**config.mk**
```make
export PLATFORM = sky130hd
export DESIGN_NAME = tick_bcd_timekeeper_flat
export DESIGN_NICKNAME = d
export VERILOG_FILES = /design/src/rtl/tick_bcd_timekeeper_pkg.sv /design/src/rtl/tick_bcd_timekeeper_if.sv /design/src/rtl/tick_bcd_timekeeper_sync.sv /design/src/rtl/tick_bcd_timekeeper.sv /design/src/flat_wrapper.sv
export SDC_FILE = /design/constraint.sdc
export NUM_CORES = 1
export LEC_CHECK = 0
export BUFFER_PORTS_ARGS = -buffer_cell sky130_fd_sc_hd__buf_2
export CORE_ASPECT_RATIO = 0.9
export CORE_UTILIZATION = 49
export DETAILED_ROUTE_END_ITERATION = 7
export HOLD_SLACK_MARGIN = 0.08
export PLACE_DENSITY = 0.74
export SLEW_MARGIN = 20
export SYNTH_ARGS = -nofsm -noshare
export SYNTH_HDL_FRONTEND = slang
export SYNTH_SLANG_ARGS = --single-unit
```
**constraint.sdc**
```tcl
create_clock -name clk -period 1.9 [get_ports clk]
set_input_delay 0.285 -clock clk [delete_from_list [all_inputs] [get_ports clk]]
set_output_delay 0.285 -clock clk [all_outputs]
set_load 0.01 [all_outputs]
```
**src/rtl/tick_bcd_timekeeper_pkg.sv**
```systemverilog
// Shared types, digit limits, FSM encoding and BCD range check for the timekeeper.
package tk_pkg;

    typedef logic [3:0] bcd_t;

    typedef struct packed {
        bcd_t hh_t;
        bcd_t hh_o;
        bcd_t mm_t;
        bcd_t mm_o;
        bcd_t ss_t;
        bcd_t ss_o;
    } time_t;

    localparam bcd_t BCD_MAX_O        = 4'd9;
    localparam bcd_t BCD_MAX_T_MS     = 4'd5;
    localparam bcd_t BCD_MAX_HH_T     = 4'd2;
    localparam bcd_t BCD_MAX_HH_O_TOP = 4'd3;

    typedef enum logic {
        S_RUN  = 1'b0,
        S_LOAD = 1'b1
    } tk_state_e;

    // True when t is a legal 24-hour time, 00:00:00 .. 23:59:59.
    function automatic logic bcd_time_valid(input time_t t);
        logic ok;
        ok = (t.ss_o <= BCD_MAX_O) && (t.ss_t <= BCD_MAX_T_MS) &&
             (t.mm_o <= BCD_MAX_O) && (t.mm_t <= BCD_MAX_T_MS) &&
             (t.hh_o <= BCD_MAX_O) && (t.hh_t <= BCD_MAX_HH_T);
        if (t.hh_t == BCD_MAX_HH_T && t.hh_o > BCD_MAX_HH_O_TOP) begin
            ok = 1'b0;
        end
        return ok;
    endfunction

endpackage

```
**src/rtl/tick_bcd_timekeeper_if.sv**
```systemverilog
// Time-set valid/ready channel: the requester is master, the timekeeper is slave.
interface tick_bcd_timekeeper_if
    import tk_pkg::*;
();
    logic  set_valid;
    logic  set_ready;
    time_t set_time;

    modport master (output set_valid, output set_time, input set_ready);
    modport slave  (input set_valid, input set_time, output set_ready);
endinterface

```
**src/rtl/tick_bcd_timekeeper_sync.sv**
```systemverilog
// Synchronises the divided tick, detects its rising edge and prescales edges into second_tick.
module tick_edge_sync #(
    parameter int TICKS_PER_SEC = 1,
    parameter int SYNC_STAGES   = 2
) (
    input  logic clk,
    input  logic rst,
    input  logic tick_in,
    input  logic clr,
    output logic second_tick
);
    localparam int PW = $clog2(TICKS_PER_SEC) + 1;
    localparam logic [PW-1:0] LAST = PW'(TICKS_PER_SEC - 1);

    logic [SYNC_STAGES-1:0] sync_reg;
    logic                   hist_reg;
    logic                   edge_reg;
    logic [PW-1:0]          cnt_reg;

    always_ff @(posedge clk) begin
        if (rst) begin
            sync_reg[0] <= 1'b0;
        end else begin
            sync_reg[0] <= tick_in;
        end
    end

    generate
        for (genvar gi = 1; gi < SYNC_STAGES; gi++) begin : g_sync
            always_ff @(posedge clk) begin
                if (rst) begin
                    sync_reg[gi] <= 1'b0;
                end else begin
                    sync_reg[gi] <= sync_reg[gi-1];
                end
            end
        end
    endgenerate

    always_ff @(posedge clk) begin
        if (rst) begin
            hist_reg <= 1'b0;
            edge_reg <= 1'b0;
            cnt_reg  <= '0;
        end else begin
            hist_reg <= sync_reg[SYNC_STAGES-1];
            edge_reg <= sync_reg[SYNC_STAGES-1] & ~hist_reg;
            // A successful load restarts the second so it begins a full period later.
            if (clr) begin
                cnt_reg <= '0;
            end else if (edge_reg) begin
                cnt_reg <= (cnt_reg == LAST) ? '0 : cnt_reg + PW'(1);
            end
        end
    end

    assign second_tick = edge_reg && (cnt_reg == LAST);
endmodule

```
**src/rtl/tick_bcd_timekeeper.sv**
```systemverilog
// 24-hour BCD timekeeper driven by a divided tick, with a valid/ready time-set port.
// Optional alarm compare is built when ALARM_EN is defined.
module tick_bcd_timekeeper
    import tk_pkg::*;
#(
    parameter int TICKS_PER_SEC = 1,
    parameter int SYNC_STAGES   = 2
) (
    input  logic                        clk,
    input  logic                        rst,
    input  logic                        tick_in,
    tick_bcd_timekeeper_if.slave        set,
    output logic                        set_err,
    output time_t                       time_bcd,
    output logic                        sec_pulse,
`ifdef ALARM_EN
    input  logic [15:0]                 alarm_time,
    input  logic                        alarm_arm,
    output logic                        alarm_out,
`endif
    output logic                        day_pulse
);
    tk_state_e state_reg, state_next;
    time_t     time_reg, time_inc, cap_reg;
    logic      day_wrap;
    logic      second_tick;
    logic      load_ok;

    assign load_ok  = (state_reg == S_LOAD) && bcd_time_valid(cap_reg);
    assign time_bcd = time_reg;

    tick_edge_sync #(
        .TICKS_PER_SEC (TICKS_PER_SEC),
        .SYNC_STAGES   (SYNC_STAGES)
    ) u_sync (
        .clk         (clk),
        .rst         (rst),
        .tick_in     (tick_in),
        .clr         (load_ok),
        .second_tick (second_tick)
    );

    always_comb begin
        time_inc = time_reg;
        day_wrap = 1'b0;
        if (time_reg.ss_o != BCD_MAX_O) begin
            time_inc.ss_o = time_reg.ss_o + 4'd1;
        end else begin
            time_inc.ss_o = '0;
            if (time_reg.ss_t != BCD_MAX_T_MS) begin
                time_inc.ss_t = time_reg.ss_t + 4'd1;
            end else begin
                time_inc.ss_t = '0;
                if (time_reg.mm_o != BCD_MAX_O) begin
                    time_inc.mm_o = time_reg.mm_o + 4'd1;
                end else begin
                    time_inc.mm_o = '0;
                    if (time_reg.mm_t != BCD_MAX_T_MS) begin
                        time_inc.mm_t = time_reg.mm_t + 4'd1;
                    end else begin
                        time_inc.mm_t = '0;
                        if (time_reg.hh_t == BCD_MAX_HH_T && time_reg.hh_o == BCD_MAX_HH_O_TOP) begin
                            time_inc.hh_t = '0;
                            time_inc.hh_o = '0;
                            day_wrap      = 1'b1;
                        end else if (time_reg.hh_o == BCD_MAX_O) begin
                            time_inc.hh_o = '0;
                            time_inc.hh_t = time_reg.hh_t + 4'd1;
                        end else begin
                            time_inc.hh_o = time_reg.hh_o + 4'd1;
                        end
                    end
                end
            end
        end
    end

    always_comb begin
        state_next    = state_reg;
        set.set_ready = 1'b0;
        case (state_reg)
            S_RUN: begin
                set.set_ready = 1'b1;
                if (set.set_valid) begin
                    state_next = S_LOAD;
                end
            end
            S_LOAD: state_next = S_RUN;
            default: state_next = S_RUN;
        endcase
    end

    always_ff @(posedge clk) begin
        if (rst) begin
            state_reg <= S_RUN;
        end else begin
            state_reg <= state_next;
        end
    end

    // The load cycle takes priority: a coincident second_tick is dropped.
    always_ff @(posedge clk) begin
        if (rst) begin
            time_reg  <= '0;
            cap_reg   <= '0;
            set_err   <= 1'b0;
            sec_pulse <= 1'b0;
            day_pulse <= 1'b0;
`ifdef ALARM_EN
            alarm_out <= 1'b0;
`endif
        end else begin
            set_err   <= 1'b0;
            sec_pulse <= 1'b0;
            day_pulse <= 1'b0;
`ifdef ALARM_EN
            alarm_out <= 1'b0;
`endif
            if (state_reg == S_RUN && set.set_valid) begin
                cap_reg <= set.set_time;
            end
            if (state_reg == S_LOAD) begin
                if (load_ok) begin
                    time_reg <= cap_reg;
                end else begin
                    set_err <= 1'b1;
                end
            end else if (second_tick) begin
                time_reg  <= time_inc;
                sec_pulse <= 1'b1;
                day_pulse <= day_wrap;
`ifdef ALARM_EN
                alarm_out <= alarm_arm && (time_inc == time_t'({alarm_time, 8'h00}));
`endif
            end
        end
    end
endmodule
```
**src/flat_wrapper.sv**
```systemverilog
// flat-port wrapper written by rule: the top's interface ports become plain ports
module tick_bcd_timekeeper_flat import tk_pkg::*;
#(
    parameter int TICKS_PER_SEC = 1,
    parameter int SYNC_STAGES   = 2
)
  (clk, rst, tick_in, set_err, time_bcd, sec_pulse, day_pulse, set_set_valid, set_set_time, set_set_ready);
  tick_bcd_timekeeper_if set_i ();
  input  logic clk;
  input  logic rst;
  input  logic tick_in;
  output logic set_err;
  output time_t time_bcd;
  output logic sec_pulse;
  output logic day_pulse;
  input wire logic [$bits(set_i.set_valid)-1:0] set_set_valid;
  input wire logic [$bits(set_i.set_time)-1:0] set_set_time;
  output wire logic [$bits(set_i.set_ready)-1:0] set_set_ready;
  assign set_i.set_valid = set_set_valid;
  assign set_i.set_time = set_set_time;
  assign set_set_ready = set_i.set_ready;
  tick_bcd_timekeeper #(.TICKS_PER_SEC(TICKS_PER_SEC), .SYNC_STAGES(SYNC_STAGES)) u_core (.clk(clk), .rst(rst), .tick_in(tick_in), .set(set_i), .set_err(set_err), .time_bcd(time_bcd), .sec_pulse(sec_pulse), .day_pulse(day_pulse));
endmodule
```
==> metrics.cfg, run 1 <==
[synthesis]
synth_nets=375
yosys.area.top_type=dfxtp_1
synth_area_um2=2700
syn_area_per_cell_um2=7.82
ys_types=55
yosys_most_used_dff=dfxtp_1
synthSimpleGateAreaFrac_pct=26.3
yosys.area.top_type_share_pct=41.5
synth.ff_latch_count=56
synthMuxAreaShare_pct=1.11
yosys-top-cells-area=dfxtp_1 42%, nand2_1 11%, a21oi_1 10%
synth-xor-area-share_pct=0.649
yosysSeqAreaShare_pct=41.5
synthArstFlopShare_pct=0
syn-instance-count=345
synth_top_family_by_area=simple AND/OR/NAND/NOR gates
yosys_warnings=0
synth_compound_area_share_pct=24.8
synth_edf_count=0
synthAdderAreaFrac_pct=0.927

[clock_tree]
cts_buffers=5
clk_pin_slew_ns=0.10
clockBufferDepth=2
clk-insertion-delay-late_ns=0.32
clock-root-buffer=clkbuf_8
cts_tree=done
clkSinkCount=56
h-tree-depth=2

[setup_path]
required_ns=2.12
worst_path_largest_cell_delay_ns=0.60
rrSetupSlack_ns=0.03
worstPathArrival_ns=2.08
critPathMaxFanout=7
slowest_stage=or4_4
ff2ff_path_depth=5
endpoint_kind=flop
critPathLaunchType=flop
crit_type=flop to flop
path_cells=nand4bb_4, or4_4, o32a_1, o21ai_1, a21oi_1

[route]
wl_um=7390
first_pass_iters=5
ant_nets=0
drcViolationCount=0
via_count=2817
vias_per_cell=5.76
drt-initial-drc-count=248
wl_per_cell_um=15.1

[die]
fp.dieArea_um2=5810
ios=56
dieHeight_um=72.4
fp.dieW_um=80.2
core.rowCount=25
start_util_pct=51.1
core_um2=5290

[cells_and_area]
stdcell_count=489
antenna_cells=0
fin_util_pct=64.2
nets=451
area_growth_syn_to_layout_pct=25.8
final_layout_size_suffix_gt1_share_pct=27.0

[hold_path]
min_path_cells=2
holdCritPathClass=primary input to flop

[pwr]
ir_drop_mv=0.491
p_leak_uw=0.00137
powerDensity_nw_per_um2=704

[sta]
slew_violations=0
timing.fmax_mhz=536
timing.final.crit_share_pct=98.2
rsz0062_at_grt=true
setup-violations-final=0
tightest_slew_ns=0.411
hold_viol_final=0
fin_worst_skew_ns=0.00760
min_period_ns=1.87
max-slew-margin-rel_pct=72.6

[grt]
grt_pass1_vias=2432
antenna_found_initial=0
grt_max_degree=30
grt.overflow.total=0
grt_usage_pct=25.5
grt_pass1_wl_um=11500

[run_status]
status=finished clean

[flow_run]
drv_cap=0

[place]
io_buffer_count=55
placedCellCount=480
gp_congestion=0.862
hpwl_um=5290

[through the flow]
stage | total power [µW] | setup WS [ns] | TNS, ns | hold WS, ns | cell area (µm²)
after global placement | 1590 | 0.118 | 0 | 0.371 | 3250
after CTS | 2380 | 0.0417 | 0 | 0.168 | 3360
final | 2390 | 0.0336 | 0 | 0.177 | 3400
after global routing | 2480 | -0.0322 | -0.0897 | 0.191 | 3400
after detailed placement | 1600 | 0.0603 | 0 | 0.376 | 3250
after floorplan | 1460 | 0.0246 | 0 | 0.367 | 2720
[area by class of cell]
class | instances | area (µm²)
Clock buffer | 6 | 72.6
Timing Repair Buffer | 89 | 543
Clock inverter | 2 | 38.8
Sequential cell | 56 | 1130
Inverter | 11 | 41.3
Fill cell | 476 | 1890
Tap cell | 67 | 83.8
Multi-Input combinational cell | 258 | 1490
[report_power, final]
group | switching [µW] | internal, µW
Sequential | 37.9 | 1220
Clock | 400 | 399
Combinational | 190 | 144
[Yosys cell counts (3+ instances only)]
cell type   n
o21ai_1     4
a21oi_1    55
inv_1      11
o211ai_1    8
clkbuf_1   17
a31oi_1     5
o21ai_0    13
dfxtp_1    56
nand2_1    77
nor2_1     13
or3_1       4
nand2b_1    4
nand3_1    10
nor2b_1    10
o221ai_1    6
mux2i_1     3
[placed cells by master (no fill, tap or decap), types with 2 or more instances in the layout]
cell and n:
dfxtp_1 52, o22ai_1 2, ha_1 2, nand2b_1 4, clkbuf_8 5, inv_1 11
or3_1 4, nand4bb_4 2, nand4_1 2, nor2_1 13, nand2_1 77, or3b_2 2
o211ai_1 8, or2_2 2, o21ai_1 4, nor3_1 2, and3_1 2, buf_2 55
o31ai_1 2, dfxtp_2 4, nor2b_1 10, buf_4 33, mux2i_1 3, a21oi_1 54
a31oi_1 5, o221ai_1 6, nand3_1 10, o21ai_0 13
[critical path: cells and delay by family, from the launching register on]
| family | cells | cell delay [ns] |
|---|---|---|
| simple gates | 2 | 0.82 |
| compound gates | 3 | 0.62 |
| flops | 1 | 0.33 |
[kinds of logic (layout without fill, tap and decap cells)]
| kind of cell | count (synthesis) | count (layout) |
|---|---|---|
| xor+xnor | 2 | 2 |
| fa+ha+maj | 2 | 2 |
| buf+inv | 31 | 108 |
| mux | 3 | 3 |
| flops | 56 | 56 |
| simple gates | 142 | 142 |
| compound gates | 109 | 109 |
[final timing paths]
path,end,startpoint
worst max register to register,u_core.time_bcd[22]$_SDFFE_PP0P_,u_core.time_bcd[5]$_SDFFE_PP0P_
worst min-delay path,u_core.u_sync.sync_reg[0]$_SDFF_PP0_,tick_in
worst min register to register,u_core.u_sync.edge_reg$_SDFF_PP0_,u_core.u_sync.hist_reg$_SDFF_PP0_
worst max-delay path,u_core.time_bcd[22]$_SDFFE_PP0P_,u_core.time_bcd[5]$_SDFFE_PP0P_
[repair_timing]
action | 4_1_cts | 5_1_grt
endpoints found under the setup margin | 0 | 8
setup buffers | 0 | 1
hold buffers | 0 | 0
resized for setup | 0 | 4
[metal layers]
metal	wire length (µm)	global-route usage (%)
met4	129	8.73
met1	3420	37.2
met5	0	0
met3	509	4.91
met2	3330	37.7
(Power assumes the default switching activity.)
==> inputs of run 2 (changes only) <==
--- a/config.mk
+++ b/config.mk
@@ -14,4 +14,5 @@
 export SLEW_MARGIN = 20
 export SYNTH_ARGS = -nofsm -noshare
 export SYNTH_HDL_FRONTEND = slang
+export SYNTH_HIERARCHICAL = 1
 export SYNTH_SLANG_ARGS = --single-unit
==> metrics.cfg, run 2 <==
[route]
drt-met1-wl_um=3640  ; +6.4%
vias_per_cell=5.89  ; +2.2%
top_layer_used=met4
wl_per_cell_um=15.7  ; +4.0%
wl_met3_um=459  ; -9.8%
drcViolationCount=0  ; unchanged
wl_um=7770  ; +5.1%
ant_nets=0  ; unchanged
wl_met2_um=3560  ; +6.6%
drt-initial-drc-count=352  ; +42%
via_count=2909  ; +3.3%
first_pass_iters=5  ; unchanged

[sta]
timing.final.crit_share_pct=105  ; +6.6 points
whs_ns=0.182  ; +0.00513 ns
min_period_ns=1.99  ; +0.125 ns
max-slew-margin-rel_pct=64.4  ; -8.2 points
fin_ws_ns=-0.0911  ; -0.125 ns
hold_viol_final=0  ; unchanged
setup-violations-final=4  ; +4
rsz0062_at_grt=true
tightest_slew_ns=0.531  ; +0.120 ns
fin_worst_skew_ns=0.00646  ; -0.00114 ns
timing.fmax_mhz=502  ; -6.3%
slew_violations=0  ; unchanged

[synthesis]
yosysSeqAreaShare_pct=41.0  ; -0.59 points
synth.most_common_cell=nand2_1
synth_commonest_cells=70 x nand2_1, 56 x dfxtp_1, 44 x a21oi_1, 17 x clkbuf_1, 16 x o21ai_0
ys_types=57  ; +3.6%
synth.ff_latch_count=56  ; unchanged
yosys-top-cells-area=dfxtp_1 41%, nand2_1 9.6%, a21oi_1 8.0%
yosys.area.top_type=dfxtp_1
syn_area_per_cell_um2=7.98  ; +2.0%
syn-instance-count=343  ; -0.58%
yosys_warnings=6  ; +6
yosys_most_used_dff=dfxtp_1
yosys.area.top_type_share_pct=41.0  ; -0.59 points
synth_area_um2=2740  ; +1.4%
synth_edf_count=0  ; unchanged
synth_nets=373  ; -0.53%
synthArstFlopShare_pct=0  ; unchanged

[setup_path]
critPathLaunchType=flop
endpoint_kind=flop
required_ns=2.15  ; +0.03 ns
critPathMaxFanout=5  ; -2
worstPathArrival_ns=2.24  ; +0.16 ns
crit_type=flop to flop

[pwr]
p_leak_uw=0.00148  ; +8.1%
ir_drop_mv=0.453  ; -7.7%
powerDensity_nw_per_um2=656  ; -6.8%

[cells_and_area]
fin_util_pct=66.8  ; +2.5 points
antenna_cells=0  ; unchanged
final_layout_size_suffix_gt1_share_pct=32.8  ; +5.8 points
area_growth_syn_to_layout_pct=29.7
stdcell_count=494  ; +1.0%
stdcell_area_um2=3550  ; +4.5%
layout_common_cells=69 x nand2_1, 55 x buf_2, 50 x dfxtp_1
nets=456  ; +1.1%
final_common_cell=nand2_1

[flow_run]
drv_cap=0  ; unchanged

[place]
io_buffer_count=55  ; unchanged
post_dp_cell_area_um2=3290  ; +1.3%
post-place-ws_ns=-0.0680  ; -0.128 ns
gp_congestion=0.881  ; +2.1%
placedCellCount=479  ; -0.21%
hpwl_um=5390  ; +2.0%

[grt]
grt.overflow.total=0  ; unchanged
grt_max_degree=48  ; +60%
grt_pass1_vias=2537  ; +4.3%
antenna_found_initial=0  ; unchanged
grt_usage_pct=27.2  ; +1.6 points
grt_pass1_wl_um=12200  ; +6.5%

[die]
start_util_pct=51.5  ; +0.43 points
core_um2=5320  ; +0.59%
fp.dieArea_um2=5890  ; +1.4%
dieHeight_um=72.9  ; +0.70%
core.rowCount=25  ; unchanged
fp.dieW_um=80.8  ; +0.70%
ios=56  ; unchanged

[run_status]
failed_checks=setup timing
status=complete, but fails checks

[clock_tree]
clock-root-buffer=clkbuf_8
cts_buffers=5  ; unchanged
cts_tree=done
clk-insertion-delay-late_ns=0.32  ; about the same
h-tree-depth=2  ; unchanged
clkSinkCount=56  ; unchanged
clockBufferDepth=2  ; unchanged
clk_pin_slew_ns=0.10  ; about the same
postCtsHoldBufs=0  ; unchanged

[hold_path]
holdCritPathClass=primary input to flop

## run 2: final timing paths
check,end,slack (ns),cells past startpoint,start
max,u_core/time_bcd[16]$_SDFFE_PP0P_,-0.09,5,u_core/cap_reg[5]$_SDFFE_PP0P_
min,u_core/u_sync/sync_reg[0]$_SDFF_PP0_,0.18,2,tick_in
max reg2reg,u_core/time_bcd[16]$_SDFFE_PP0P_,-0.09,5,u_core/cap_reg[5]$_SDFFE_PP0P_
min reg2reg,u_core/u_sync/edge_reg$_SDFF_PP0_,0.41,1,u_core/u_sync/hist_reg$_SDFF_PP0_
## run 2: cells by family (layout without fill, tap and decap cells)
logic type                 count (synthesis)  count (layout)  share of synthesized area, %
and+or+nand+nor                          139             139                          26.3
AOI/OAI and AO/OA                        112             112                          26.1
DFF                                       56              56                          41.0
buffers and inverters                     30             114                          4.34
muxes                                      3               3                          1.10
adders and majority gates                  2               2                         0.914
xor gates and xnor gates                   1               1                         0.320
## run 2: through the flow
step,total power [µW],setup TNS (ns)
6_report,2330,-0.199
5_1_grt,2420,-0.742
4_1_cts,2290,-0.0244
3_5_place_dp,1640,-0.142
3_3_place_gp,1630,-0.0142
2_1_floorplan,1480,0
## run 2: per-layer routing
layer	global-route usage (%)	up-vias
met1	39.2	1373
met2	41.2	113
met3	4.50	15
met5	0	-
met4	8.93	0
li1	-	1408
## run 2: worst max-delay path, stage by stage (launching register included)
cell	delay, ns
dfxtp_2	0.35
a222oi_1	0.52
and3_4	0.35
a21oi_4	0.08
or4_1	0.47
a31oi_1	0.16
## run 2: what timing repair did
action                     CTS  global route
hold endpoints to repair     0             0
setup endpoints to repair    4            16
pin swaps                    2            11
buffers inserted             0             7
cloned                       0             0
gates resized for setup      3            24
## run 2: report_power, final
part           internal, µW  switching (µW)  leakage [µW]
Sequential             1220            43.7      0.000459
Clock                   263             401     0.0000414
Combinational           176             222      0.000984
Total                  1660             667       0.00148
## run 2: area by class of cell
class	instances	area, µm²
Clock buffer	6	72.6
Clock inverter	2	16.3
Multi-Input combinational cell	257	1600
Sequential cell	56	1130
Timing Repair Buffer	98	614
Fill cell	477	1770
Inverter	8	30.0
Tap cell	67	83.8
